==> config.mk <==
export PLATFORM = sky130hd
export DESIGN_NAME = flop_en_rst_clr
export DESIGN_NICKNAME = d
export VERILOG_FILES = /design/src/rtl/flop_en_rst_clr.sv
export SDC_FILE = /design/constraint.sdc
export NUM_CORES = 1
export LEC_CHECK = 0
export ABC_CLOCK_PERIOD_IN_PS = 2000
export BUFFER_PORTS_ARGS = -buffer_cell sky130_fd_sc_hd__buf_2
export CORE_AREA = 2 2 68 57
export CTS_BUF_LIST = sky130_fd_sc_hd__clkbuf_8
export DETAILED_ROUTE_END_ITERATION = 7
export DIE_AREA = 0 0 70 59
export PLACE_DENSITY = 0.63
export SLEW_MARGIN = 20
export SYNTH_ARGS = -nofsm -noshare
export SYNTH_HDL_FRONTEND = slang
export SYNTH_SLANG_ARGS = --single-unit
==> constraint.sdc <==
create_clock -name clk -period 2 [get_ports clk]
set_input_delay 0.4 -clock clk [delete_from_list [all_inputs] [get_ports clk]]
set_output_delay 0.4 -clock clk [all_outputs]
set_load 0.1 [all_outputs]
==> src/rtl/flop_en_rst_clr.sv <==
// Generic pipeline storage register: synchronous active-low reset, synchronous
// clear (bubble/flush) and load enable (stall), priority rst > clr > en > hold.
module flop_en_rst_clr #(
    parameter int               WIDTH     = 32,
    parameter logic [WIDTH-1:0] RESET_VAL = '0,
    parameter logic [WIDTH-1:0] CLEAR_VAL = '0
) (
    input  logic             clk,
    input  logic             rst,
    input  logic             en,
    input  logic             clr,
    input  logic [WIDTH-1:0] d,
    output logic [WIDTH-1:0] q
);

    logic [WIDTH-1:0] state_q;
    logic [WIDTH-1:0] state_d;

    if (WIDTH < 1) begin : g_bad_width
        $error("flop_en_rst_clr: WIDTH must be at least 1");
    end

    // A flush must win over a stall release, so clr is tested before en.
    always_comb begin
        state_d = state_q;
        if (clr) begin
            state_d = CLEAR_VAL;
        end else if (en) begin
            state_d = d;
        end
    end

    always_ff @(posedge clk) begin
        if (!rst) begin
            state_q <= RESET_VAL;
        end else begin
            state_q <= state_d;
        end
    end

    assign q = state_q;

`ifndef SYNTHESIS
    always @(posedge clk) begin
        if (rst !== 1'b0 && $isunknown({rst, clr, en})) begin
            $warning("flop_en_rst_clr: unknown control rst=%b clr=%b en=%b", rst, clr, en);
        end
    end
`endif

endmodule

==> impl_metrics.toml <==
[synth]
synthAdderAreaFrac = 0
synth_top_family_by_area = "multiplexers"
synthTopCellsByCount = "32 x dfxtp_1, 32 x mux2i_1, 32 x nor2_1"
synth_compound_area_frac = 0
async_flop_share = 0
yosys-mux-area-fraction = 0.273
synth_seq_cells = 32
syn_area_um2 = 1170
synth.yosys.seq_area_share = 0.546
synth_top_cell_area_share = 0.546
synth_area_leaders = "dfxtp_1 55%, mux2i_1 27%, nor2_1 10%"
synthFlopType = "dfxtp_1"
synth_edf_count = 0
syn_nets = 140
syn_avg_cell_area_um2 = 11.3
yosys.area.top_type = "dfxtp_1"
ys_warn_count = 0
synth_cell_types = 7
synth-xor-area-share = 0
synthSimpleGateAreaFrac = 0.108
synth_cells = 104

[grt]
use_met3 = 0.0544
grt_pass1_vias = 911
grt_use_met2 = 0.205
antenna_found_initial = 0
grt_pass1_wl_um = 3900
use_met1 = 0.134
overflow = 0
top_usage_layer = "met2"
grtUsageTotal = 0.122
grt_max_degree = 33

[run]
maxCapViolations = 0

[clock_tree]
postCtsSetupBuffers = 0
holdBufCountCts = 0
clock_latency_ps = 270
clk_path_buf_depth = 2
cts-root-buf = "clkbuf_8"
cts_made_buffers = 5
clk_pin_slew_ps = 60
clock_sinks = 32
htreeDepth = 2
tritoncts = "yes"
cts_resized = 0

[layout]
finalNetCount = 209
multi_input_area_um2 = 447
syn_to_final_growth_pct = 35.9
largest_reg_flops = 32
drive_gt1_frac = 0.443
seq_area_um2 = 641
n_antenna_cell = 0
stdcell_count = 216
num-fill-cells = 334
finish.instance_area_um2 = 1600

[pwr]
vdd_ir_drop_max_mv = 0.442
p_per_area_nw_per_um2 = 902
leakagePower_nw = 0.865

[worst_hold_path]
hp-class = "in -> reg"

[critical_path]
cp-start-kind = "flop"
crit_path_end_kind = "primary output"
cp_num_buf_inv = 1
worstPathRequired_ps = 1600
crit_slowest_cell = "buf_2"
critPathArrivalTime_ps = 1040
crit_fanout = 2
critical-path-top-delay-family = "buffers and inverters"
max_stage_delay_ps = 430
r2r_setup_slack_ps = 1380
worstPathCellList = "buf_2"
crit_type = "reg -> out"

[floorplan]
placementRows = 19
start_util = 0.348
die_h_um = 59
coreArea_um2 = 3380
die_x_um = 70
die_area_um2 = 4130
pin_count = 68

[sta]
hold_slack_ps = 358
rsz0062_at_grt = "no"
setup_violations = 0
worst_pin_slew_ps = 494
hold_viol_final = 0
setup_ws_ps = 557
max_freq_ghz = 0.693
min_period_ps = 1440
setup_tns_ps = 0
slew_headroom = 0.673
post-route-period-util = 0.722
final.setup_skew_ps = 0
slew_violations = 0

[place]
place.gp.congestion = 0.651
numPlacedInstances = 208
place_area_um2 = 1500
dpl_worst_slack_ps = 582
port_buffers = 67

[detailed_routing]
first_iter_violations = 5
drt_wl_total_um = 2380
wl_per_cell_um = 11.0
first_pass_iters = 2
num_vias = 941
viasPerCell = 4.36
drc = 0
postRouteAntennaNets = 0

[status]
outcome = "completed"
## worst paths after layout
kind                             end                from  cells after the start
setup / recovery                q[3]   q[3]$_SDFFE_PP0P_                      1
hold / removal     q[0]$_SDFFE_PP0P_                d[0]                      3
setup reg to reg  q[20]$_SDFFE_PP0P_  q[20]$_SDFFE_PP0P_                      2
hold reg to reg   q[19]$_SDFFE_PP0P_  q[19]$_SDFFE_PP0P_                      2
## power by group
| part | internal [mW] | switching, mW | leakage, nW |
|---|---|---|---|
| clock | 0.274 | 0.213 | 0.0510 |
| combinational | 0.0746 | 0.209 | 0.554 |
| sequential | 0.659 | 0.00979 | 0.261 |
## cells by family after synthesis
group	count (synthesis)
mux	32
flops	32
simple gates	33
buf+inv	7
## final cells by class
type	count	share of cell area
clock buffers	6	0.0518
clock inverters	2	0.00627
multi-input cells	65	0.280
flip-flops and latches	32	0.402
well taps	42	0.0329
repair buffers	69	0.227
## layer usage
layer | part of all wire | vias up
met5 | 0 | -
met4 | 0.014 | 0
met3 | 0.092 | 5
met2 | 0.48 | 40
met1 | 0.42 | 416
li1 | - | 480
## layout by cell type, fill, tap and decap left out
cell type   n
mux2i_1    32
nand2b_1    1
buf_4       1
clkbuf_8    6
nor2_1     32
buf_2      67
dfxtp_1    32
buf_12      1
clkinv_2    2
## stage by stage
| step | power [mW] | utilization |
|---|---|---|
| floorplan | 0.915 | - |
| global placement | 0.964 | 0.445 |
| detailed placement | 0.969 | 0.445 |
| CTS | 1.47 | 0.473 |
| global route | 1.52 | 0.473 |
| finish | 1.44 | 0.473 |
No activity file was read; power rests on OpenSTA's default activity.
